File: config.mk
export PLATFORM = sky130hd
export DESIGN_NAME = registered_demultiplexer
export DESIGN_NICKNAME = d
export VERILOG_FILES = /design/src/rtl/registered_demultiplexer.sv
export SDC_FILE = /design/constraint.sdc
export NUM_CORES = 1
export LEC_CHECK = 0
export ABC_AREA = 1
export CORE_MARGIN = 2
export CORE_UTILIZATION = 40
export CTS_BUF_LIST = sky130_fd_sc_hd__clkbuf_8
export DETAILED_ROUTE_END_ITERATION = 7
export GPL_ROUTABILITY_DRIVEN = 0
export PLACE_DENSITY = 0.72
export SYNTH_ARGS = -nofsm -noshare
export SYNTH_HDL_FRONTEND = slang
export SYNTH_SLANG_ARGS = --single-unit
File: constraint.sdc
create_clock -name clk -period 1.1 [get_ports clk]
set_input_delay 0.11 -clock clk [delete_from_list [all_inputs] [get_ports clk]]
set_output_delay 0.11 -clock clk [all_outputs]
set_load 0.01 [all_outputs]
File: src/rtl/registered_demultiplexer.sv
// Registered 1-to-4 demultiplexer: one holding register per lane with valid/ready handshake.
// Optional per-lane saturating delivered-word counters are enabled with DEMUX_COUNT_EN.
`timescale 1ns/1ps

module registered_demultiplexer #(
  parameter int WIDTH = 8
) (
  input  logic             clk,
  input  logic             rst_n,
  input  logic [WIDTH-1:0] in,
  input  logic             addr0,
  input  logic             addr1,
  input  logic             in_valid,
  output logic             in_ready,
  output logic [WIDTH-1:0] out0,
  output logic [WIDTH-1:0] out1,
  output logic [WIDTH-1:0] out2,
  output logic [WIDTH-1:0] out3,
  output logic             out0_valid,
  output logic             out1_valid,
  output logic             out2_valid,
  output logic             out3_valid,
  input  logic             out0_ready,
  input  logic             out1_ready,
  input  logic             out2_ready,
  input  logic             out3_ready
`ifdef DEMUX_COUNT_EN
  ,
  output logic [7:0]       cnt0,
  output logic [7:0]       cnt1,
  output logic [7:0]       cnt2,
  output logic [7:0]       cnt3
`endif
);

  localparam int LANES = 4;

  logic [1:0]       lane_sel;
  logic [LANES-1:0] out_ready;
  logic [LANES-1:0] full_q, full_d;
  logic [LANES-1:0] load, drain;
  logic [WIDTH-1:0] data_q [LANES];
  logic [WIDTH-1:0] data_d [LANES];
  logic             accept;

  assign lane_sel  = {addr1, addr0};
  assign out_ready = {out3_ready, out2_ready, out1_ready, out0_ready};

  // Only the addressed lane gates the input; a stalled lane never blocks the others.
  assign in_ready = !full_q[lane_sel] || out_ready[lane_sel];
  assign accept   = in_valid && in_ready;

  always_comb begin
    // NOTE: every variable gets a default before any conditional, so no latch is inferred.
    load  = '0;
    drain = '0;
    for (int k = 0; k < LANES; k++) begin
      data_d[k] = data_q[k];
      drain[k]  = full_q[k] && out_ready[k];
      load[k]   = accept && (lane_sel == 2'(k));
      if (load[k]) data_d[k] = in;
    end
    // A load wins over a same-edge drain, giving one word per cycle per lane.
    full_d = load | (full_q & ~drain);
  end

  always_ff @(posedge clk or negedge rst_n) begin
    // NOTE: the data registers are reset too, since outK must read 0 out of reset.
    if (!rst_n) begin
      full_q <= '0;
      for (int k = 0; k < LANES; k++) data_q[k] <= '0;
    end else begin
      // NOTE: non-blocking assignments so all state updates see pre-edge values.
      full_q <= full_d;
      for (int k = 0; k < LANES; k++) data_q[k] <= data_d[k];
    end
  end

  assign out0 = data_q[0];
  assign out1 = data_q[1];
  assign out2 = data_q[2];
  assign out3 = data_q[3];

  assign out0_valid = full_q[0];
  assign out1_valid = full_q[1];
  assign out2_valid = full_q[2];
  assign out3_valid = full_q[3];

`ifdef DEMUX_COUNT_EN
  logic [7:0] cnt_q [LANES];
  logic [7:0] cnt_d [LANES];

  always_comb begin
    for (int k = 0; k < LANES; k++) begin
      cnt_d[k] = cnt_q[k];
      if (drain[k] && (cnt_q[k] != 8'hFF)) cnt_d[k] = cnt_q[k] + 8'd1;
    end
  end

  always_ff @(posedge clk or negedge rst_n) begin
    if (!rst_n) begin
      for (int k = 0; k < LANES; k++) cnt_q[k] <= '0;
    end else begin
      for (int k = 0; k < LANES; k++) cnt_q[k] <= cnt_d[k];
    end
  end

  assign cnt0 = cnt_q[0];
  assign cnt1 = cnt_q[1];
  assign cnt2 = cnt_q[2];
  assign cnt3 = cnt_q[3];
`endif

endmodule
==> summary.json, run 1 <==
{
  "critPathCaptureType": {"value": "flip-flop"},
  "internal_power": {"value": 2.82, "unit": "mW"},
  "h_tree_levels": {"value": 2},
  "start_util": {"value": 42.3, "unit": "%"},
  "cp_top_family": {"value": "simple AND/OR/NAND/NOR gates"},
  "grt_setup_unrepaired": {"value": "true"},
  "count_of_mapped_cells_out_of_synthesis": {"value": 177},
  "post_synth_instance_area": {"value": 1730, "unit": "um2"},
  "die_area": {"value": 4870, "unit": "um2"},
  "syn-num-nets": {"value": 194},
  "dominant_cell_by_count_in_the_synthesized_netlist": {"value": "sky130_fd_sc_hd__nand2_1"},
  "setup-violations-final": {"value": 37},
  "seq_area": {"value": 901, "unit": "um2"},
  "synth_area_per_cell": {"value": 9.78, "unit": "um2"},
  "clkTransAtPathRegs": {"value": 70, "unit": "ps"},
  "synth_top_cells_by_area": {"value": "sky130_fd_sc_hd__dfrtp_1, sky130_fd_sc_hd__nand2_1, sky130_fd_sc_hd__nand4_1"},
  "cellLeakagePower": {"value": 1.38, "unit": "nW"},
  "power.share.sequential": {"value": 42.5, "unit": "%"},
  "synth_seq_cells": {"value": 36},
  "cts_tree": {"value": "yes"},
  "irDropWorstVdd": {"value": 1.04, "unit": "mV"},
  "period_share": {"value": 118, "unit": "%"},
  "most_common_cell_on_crit_path": {"value": "sky130_fd_sc_hd__nand2_2"},
  "core-area": {"value": 4090, "unit": "um2"},
  "io_pins": {"value": 54},
  "path_cells": {"value": "nand2_1, nand2_2, nand2_2, nand2_4, nand2_8, buf_16, nand3_4, buf_12, o21ai_2"},
  "critical-path-slowest-cell": {"value": "sky130_fd_sc_hd__dfrtp_1"},
  "grt_antenna_before_repair": {"value": 0},
  "numCtsBuffers": {"value": 5},
  "yosys_warnings": {"value": 0},
  "hold_path_class": {"value": "in2async"},
  "worst_ep_arrival_time": {"value": 1520, "unit": "ps"},
  "critical_path.startpoint_type": {"value": "flip-flop"},
  "worstSkewPairLatency": {"value": 290, "unit": "ps"},
  "timing.final.max_slew_violations": {"value": 0},
  "power_density": {"value": 1450, "unit": "nW/um2"},
  "drive_gt1_share": {"value": 39.1, "unit": "%"},
  "drv.max_cap_violation_count": {"value": 0},
  "cts_hold_buf": {"value": 0},
  "antenna_violating_nets_left": {"value": 0},
  "totalWireLength": {"value": 5040, "unit": "um"},
  "grt_first_pass_wirelength": {"value": 8210, "unit": "um"},
  "synth_top_cells_by_count": {"value": "sky130_fd_sc_hd__nand2_1, sky130_fd_sc_hd__dfrtp_1, sky130_fd_sc_hd__nand4_1"},
  "first_global_vias": {"value": 1681},
  "placed_cell_area": {"value": 2460, "unit": "um2"},
  "path_buf_inv": {"value": 2},
  "total_switching_power": {"value": 1.28, "unit": "mW"},
  "final-hold-violation-count": {"value": 0},
  "worst_pin_slew": {"value": 261, "unit": "ps"},
  "routed_wire_length_per_instance": {"value": 15.9, "unit": "um"},
  "failed_checks": {"value": "setup timing"},
  "clock.fmax": {"value": 769, "unit": "MHz"},
  "synth.largest_area_cell": {"value": "sky130_fd_sc_hd__dfrtp_1"},
  "drt_iter0_markers": {"value": 138},
  "slew-limit-headroom": {"value": 82.5, "unit": "%"},
  "die_w": {"value": 69.8, "unit": "um"},
  "clock_path_buffers": {"value": 2},
  "dpl_worst_slack": {"value": -658, "unit": "ps"},
  "ys_types": {"value": 20},
  "hpwlAfterDp": {"value": 3020, "unit": "um"},
  "layout-area-overhead-vs-synth": {"value": 63.9, "unit": "%"},
  "timing.setup.critical_path_class": {"value": "reg2reg"},
  "synth_top_cell_area_share": {"value": 52.1, "unit": "%"},
  "insertedDiodeCount": {"value": 0},
  "postSynth.asyncResetShare": {"value": 100, "unit": "%"},
  "drtPass1Iterations": {"value": 4},
  "multiInputGateArea": {"value": 861, "unit": "um2"},
  "cts.sink_count": {"value": 36},
  "ys_seq_area_share": {"value": 52.1, "unit": "%"},
  "worst_clock_skew": {"value": 4.27, "unit": "ps"},
  "layout.nets": {"value": 283},
  "outcome": {"value": "finished with violations"},
  "period_minus_slack": {"value": 1300, "unit": "ps"},
  "track_usage": {"value": 21.6, "unit": "%"},
  "number_of_synthesized_flops_with_an_enable_pin": {"value": 0},
  "globalRouteOverflowTotal": {"value": 0},
  "synthFlopType": {"value": "sky130_fd_sc_hd__dfrtp_1"},
  "cpPeakStageDelay": {"value": 390, "unit": "ps"},
  "route.detailed.drc": {"value": 0},
  "grt_start_max_net_pins": {"value": 37},
  "power.share.combinational": {"value": 32.9, "unit": "%"},
  "placement.io_buffers": {"value": 53},
  "final_critical_path_setup_slack": {"value": -200, "unit": "ps"},
  "detailed_route_via_count": {"value": 1671},
  "die_height": {"value": 69.8, "unit": "um"},
  "clock_root_buffer": {"value": "sky130_fd_sc_hd__clkbuf_8"},
  "rows": {"value": 23},
  "power.share.switching": {"value": 31.2, "unit": "%"},
  "cp_data_required_time": {"value": 1320, "unit": "ps"},
  "vias_per_cell": {"value": 5.29},
  "stdcell_area": {"value": 2840, "unit": "um2"},
  "critPathMaxFanout": {"value": 7},
  "fillCellCount": {"value": 318},
  "pwr-share-clk": {"value": 24.6, "unit": "%"}
}
==> through the flow <==
stage          setup TNS (ps)  hold WS, ps  utilization, %  std cells  total power [mW]
2_1_floorplan            -802         -186               -        177              2.25
5_1_grt                 -8420          193            69.4        316              4.29
3_3_place_gp           -22310          456            60.3        294              2.99
3_5_place_dp           -23090          461            60.3        294              3.01
4_1_cts                 -5130          193            66.6        312              3.96
6_report                -5950          177            69.4        316              4.10
==> worst paths after layout <==
| path | from | end | slack [ps] | depth (start not counted) |
|---|---|---|---|---|
| setup / recovery | full_q[1] | full_q[2] | -200 | 9 |
| max in group asynchronous | rst_n | out1[2] | 730 | 2 |
| setup reg to reg | full_q[1] | full_q[2] | -200 | 9 |
| hold / removal | rst_n | full_q[3] | 180 | 2 |
| hold reg to reg | out1[0] | out1[0] | 470 | 2 |
| min in group clk | out3_ready | full_q[3] | 400 | 2 |
==> metal layers <==
metal	vias to the layer above	track usage [%]	routed length, um
met5	-	0	0
met4	0	13.2	159
met3	16	4.51	433
met2	85	32.8	2360
met1	788	28.1	2090
li1	782	-	-
==> power groups by stage <==
stage | combinational, mW | sequential [mW] | clock [mW]
floorplan | 0.404 | 1.85 | 0
global placement | 1.26 | 1.74 | 0
detailed placement | 1.27 | 1.74 | 0
CTS | 1.23 | 1.71 | 1.01
global route | 1.45 | 1.78 | 1.07
finish | 1.35 | 1.74 | 1.01
==> registers in the layout (all words and copies together) (netlist names) <==
register / cells
out1: 8
out2: 8
out3: 8
full_q: 4
out0: 8
==> cell type report <==
| cell class | count | share of cell area [%] |
|---|---|---|
| Tap cell | 50 | 2.21 |
| Inverter | 7 | 1.10 |
| Sequential cell | 36 | 31.8 |
| Clock buffer | 7 | 3.40 |
| Multi-Input combinational cell | 129 | 30.3 |
| Timing Repair Buffer | 87 | 31.2 |
==> placed cells by master, fill, tap and decap left out, types with 2 or more instances in the layout <==
cell                               n
sky130_fd_sc_hd__buf_2             2
sky130_fd_sc_hd__nand3_1           2
sky130_fd_sc_hd__nor2_4            3
sky130_fd_sc_hd__inv_2             2
sky130_fd_sc_hd__buf_6             9
sky130_fd_sc_hd__clkdlybuf4s15_1  18
sky130_fd_sc_hd__nand2_2          35
sky130_fd_sc_hd__nand3_4           8
sky130_fd_sc_hd__nand2_1          40
sky130_fd_sc_hd__buf_16            2
sky130_fd_sc_hd__dfrtp_1          36
sky130_fd_sc_hd__inv_1             4
sky130_fd_sc_hd__nand4_1          32
sky130_fd_sc_hd__nand2_4           2
sky130_fd_sc_hd__o21ai_2           4
sky130_fd_sc_hd__clkdlybuf4s50_1  14
sky130_fd_sc_hd__buf_4            21
sky130_fd_sc_hd__clkbuf_8          7
sky130_fd_sc_hd__dlygate4sd2_1    16
sky130_fd_sc_hd__buf_12            5
==> cell families (layout without fill, tap and decap cells) <==
family | after synthesis | after routing | synth area share [%]
simple gates | 121 | 125 | 39.2
flops | 36 | 36 | 52.1
buf+inv | 16 | 101 | 7.59
compound gates | 4 | 4 | 1.16
==> what timing repair did <==
item / 4_1_cts / 5_1_grt
resized for setup: 72 / 50
setup endpoints to repair: 73 / 47
pin swaps: 14 / 19
endpoints found under the hold margin: 0 / 0
buffers inserted: 5 / 6
cloned: 7 / 0
Power figures use the tool's default switching activity.
==> run 2, diff against run 1 <==
--- a/config.mk
+++ b/config.mk
@@ -9,9 +9,10 @@
 export CORE_MARGIN = 2
 export CORE_UTILIZATION = 40
 export CTS_BUF_LIST = sky130_fd_sc_hd__clkbuf_8
+export CTS_CLUSTER_SIZE = 25
 export DETAILED_ROUTE_END_ITERATION = 7
 export GPL_ROUTABILITY_DRIVEN = 0
-export PLACE_DENSITY = 0.72
+export PLACE_DENSITY = 0.7
 export SYNTH_ARGS = -nofsm -noshare
 export SYNTH_HDL_FRONTEND = slang
 export SYNTH_SLANG_ARGS = --single-unit
==> constraint.sdc (replaced) <==
create_clock -name clk -period 1.3 [get_ports clk]
set_input_delay 0.13 -clock clk [delete_from_list [all_inputs] [get_ports clk]]
set_output_delay 0.13 -clock clk [all_outputs]
set_load 0.01 [all_outputs]
==> summary.json, run 2 (same netlist as run 1, synthesis figures left out) <==
{
  "outcome": {"value": "finished clean"},
  "cts.sink_count": {"value": 36, "change": "unchanged"},
  "route.detailed.drc": {"value": 0, "change": "unchanged"},
  "insertedDiodeCount": {"value": 0, "change": "unchanged"},
  "crit_path_start": {"value": "full_q[1]"},
  "crit_end": {"value": "in_ready"},
  "clock_root_buffer": {"value": "sky130_fd_sc_hd__clkbuf_8"},
  "slew-limit-headroom": {"value": 79.7, "unit": "%", "change": "-2.8 points"},
  "critPathCaptureType": {"value": "primary output"},
  "grt_setup_unrepaired": {"value": "true"},
  "die_height": {"value": 69.8, "unit": "um", "change": "unchanged"},
  "drv.max_cap_violation_count": {"value": 0, "change": "unchanged"},
  "h_tree_levels": {"value": 2, "change": "unchanged"},
  "die_area": {"value": 4870, "unit": "um2", "change": "unchanged"},
  "drt_iter0_markers": {"value": 141, "change": "+2.2%"},
  "rr_worst_depth": {"value": 9, "change": "unchanged"},
  "grt_start_max_net_pins": {"value": 37, "change": "unchanged"},
  "clkTransAtPathRegs": {"value": 70, "unit": "ps", "change": "about the same"},
  "rows": {"value": 23, "change": "unchanged"},
  "fillCellCount": {"value": 334, "change": "+5.0%"},
  "placed_cell_area": {"value": 2430, "unit": "um2", "change": "-1.2%"},
  "numCtsBuffers": {"value": 5, "change": "unchanged"},
  "grt_antenna_before_repair": {"value": 0, "change": "unchanged"},
  "clock.fmax": {"value": 773, "unit": "MHz"},
  "cts_hold_buf": {"value": 0, "change": "unchanged"},
  "layout.nets": {"value": 277, "change": "-2.1%"},
  "vias_per_cell": {"value": 5.24, "change": "-0.95%"},
  "worst_clock_skew": {"value": 7.74, "unit": "ps", "change": "+3.48 ps"},
  "most_common_library_cell_in_the_layout_ignoring_fill_and_taps": {"value": "sky130_fd_sc_hd__nand2_1"},
  "clock_path_buffers": {"value": 2, "change": "unchanged"},
  "timing.final.max_slew_violations": {"value": 0, "change": "unchanged"},
  "regToRegEndpoint": {"value": "out2[0]"},
  "globalRouteOverflowTotal": {"value": 0, "change": "unchanged"},
  "timing.rr.start": {"value": "full_q[2]"},
  "worst_ep_arrival_time": {"value": 1160, "unit": "ps", "change": "-360 ps"},
  "cts_tree": {"value": "yes"},
  "power.total": {"value": 3.47, "unit": "mW", "change": "-15%"},
  "power_density": {"value": 1270, "unit": "nW/um2", "change": "-12%"},
  "final_critical_path_setup_slack": {"value": 6.01, "unit": "ps", "change": "+206 ps"},
  "first_global_vias": {"value": 1622, "change": "-3.5%"},
  "r2r_slack": {"value": 6, "unit": "ps", "change": "+210 ps"},
  "grt_first_pass_wirelength": {"value": 7820, "unit": "um", "change": "-4.7%"},
  "critical_path.startpoint_type": {"value": "flip-flop"},
  "worstSkewPairLatency": {"value": 290, "unit": "ps", "change": "about the same"},
  "hold_path_class": {"value": "in2async"},
  "timing.setup.critical_path_class": {"value": "reg2out"},
  "multiInputGateArea": {"value": 818, "unit": "um2", "change": "-4.9%"},
  "totalNegativeSetupSlack": {"value": 0, "unit": "ps", "change": "+5950 ps"},
  "cellLeakagePower": {"value": 1.39, "unit": "nW", "change": "+0.81%"},
  "track_usage": {"value": 20.6, "unit": "%", "change": "-0.95 points"},
  "setup-violations-final": {"value": 0, "change": "-100%"},
  "io_pins": {"value": 54, "change": "unchanged"},
  "layout-area-overhead-vs-synth": {"value": 58.3, "unit": "%"},
  "hpwlAfterDp": {"value": 3090, "unit": "um", "change": "+2.3%"},
  "period_minus_slack": {"value": 1290, "unit": "ps"},
  "cp_data_required_time": {"value": 1170, "unit": "ps", "change": "-150 ps"},
  "seq_area": {"value": 901, "unit": "um2", "change": "unchanged"},
  "drtPass1Iterations": {"value": 5, "change": "+1"},
  "drive_gt1_share": {"value": 30.3, "unit": "%", "change": "-8.8 points"},
  "irDropWorstVdd": {"value": 0.686, "unit": "mV", "change": "-34%"},
  "detailed_route_via_count": {"value": 1629, "change": "-2.5%"},
  "routed_wire_length_per_instance": {"value": 15.7, "unit": "um", "change": "-1.3%"},
  "worst_pin_slew": {"value": 303, "unit": "ps", "change": "+41.8 ps"},
  "antenna_violating_nets_left": {"value": 0, "change": "unchanged"},
  "totalWireLength": {"value": 4890, "unit": "um", "change": "-2.9%"},
  "placement.io_buffers": {"value": 53, "change": "unchanged"},
  "die_w": {"value": 69.8, "unit": "um", "change": "unchanged"},
  "final-hold-violation-count": {"value": 0, "change": "unchanged"},
  "stdcell_area": {"value": 2740, "unit": "um2", "change": "-3.4%"},
  "layout.cells.most_common_list": {"value": "sky130_fd_sc_hd__nand2_1, sky130_fd_sc_hd__dlygate4sd2_1, sky130_fd_sc_hd__dfrtp_1"},
  "critPathMaxFanout": {"value": 5, "change": "-2"},
  "start_util": {"value": 42.3, "unit": "%", "change": "unchanged"},
  "dpl_worst_slack": {"value": -540, "unit": "ps", "change": "+118 ps"},
  "period_share": {"value": 99.5, "unit": "%"},
  "core-area": {"value": 4090, "unit": "um2", "change": "unchanged"}
}
run 2: final cells by class:
class | instances | share of cell area, %
flip-flops and latches | 36 | 32.9
repair buffers | 81 | 29.9
well taps | 50 | 2.28
multi-input cells | 129 | 29.9
clock inverters | 3 | 1.42
inverters | 7 | 1.14
clock buffers | 5 | 2.51
run 2: how the worst min path moves through the flow:
stage	start	end	slack, ps	cells past startpoint
3_3_place_gp	out1[7]	out1[7]	450	2
5_1_grt	rst_n	out2[6]	230	2
2_1_floorplan	rst_n	full_q[0]	-170	0
3_5_place_dp	out3[1]	out3[1]	460	2
6_report	rst_n	out0[6]	210	2
4_1_cts	rst_n	out0[3]	220	2
run 2: what timing repair did:
action | CTS | global route
pin swaps | 1 | 13
gates resized for setup | 49 | 27
setup buffers | 0 | 2
gates cloned | 4 | 3
endpoints found under the setup margin | 73 | 32
run 2: worst max-delay path, stage by stage (launching register included):
cell and delay, ps:
sky130_fd_sc_hd__dfrtp_1 380, sky130_fd_sc_hd__nand2_1 90, sky130_fd_sc_hd__nand2_2 50, sky130_fd_sc_hd__nand2_2 80, sky130_fd_sc_hd__nand2_4 70, sky130_fd_sc_hd__nand2_8 90, sky130_fd_sc_hd__buf_6 110
run 2: routing by layer:
layer  wire length, um  vias up  track usage, %
li1                  -      780               -
met1              2100      777            25.9
met2              2480       61            33.8
met3               226       11            4.07
met4                85        0            10.5
met5                 0        -               0
run 2: per-stage QoR:
| step | utilization [%] | instances | hold WS, ps |
|---|---|---|---|
| floorplan | - | 177 | -166 |
| global placement | 59.6 | 294 | 454 |
| detailed placement | 59.6 | 294 | 458 |
| CTS | 62.6 | 306 | 223 |
| global route | 67.0 | 311 | 228 |
| finish | 67.0 | 311 | 214 |
run 2: report_power, final:
| group | internal (mW) | total [mW] | switching, mW |
|---|---|---|---|
| registers | 1.33 | 1.46 | 0.132 |
| logic | 0.512 | 1.05 | 0.539 |
| clock network | 0.561 | 0.960 | 0.399 |
| total | 2.40 | 3.47 | 1.07 |
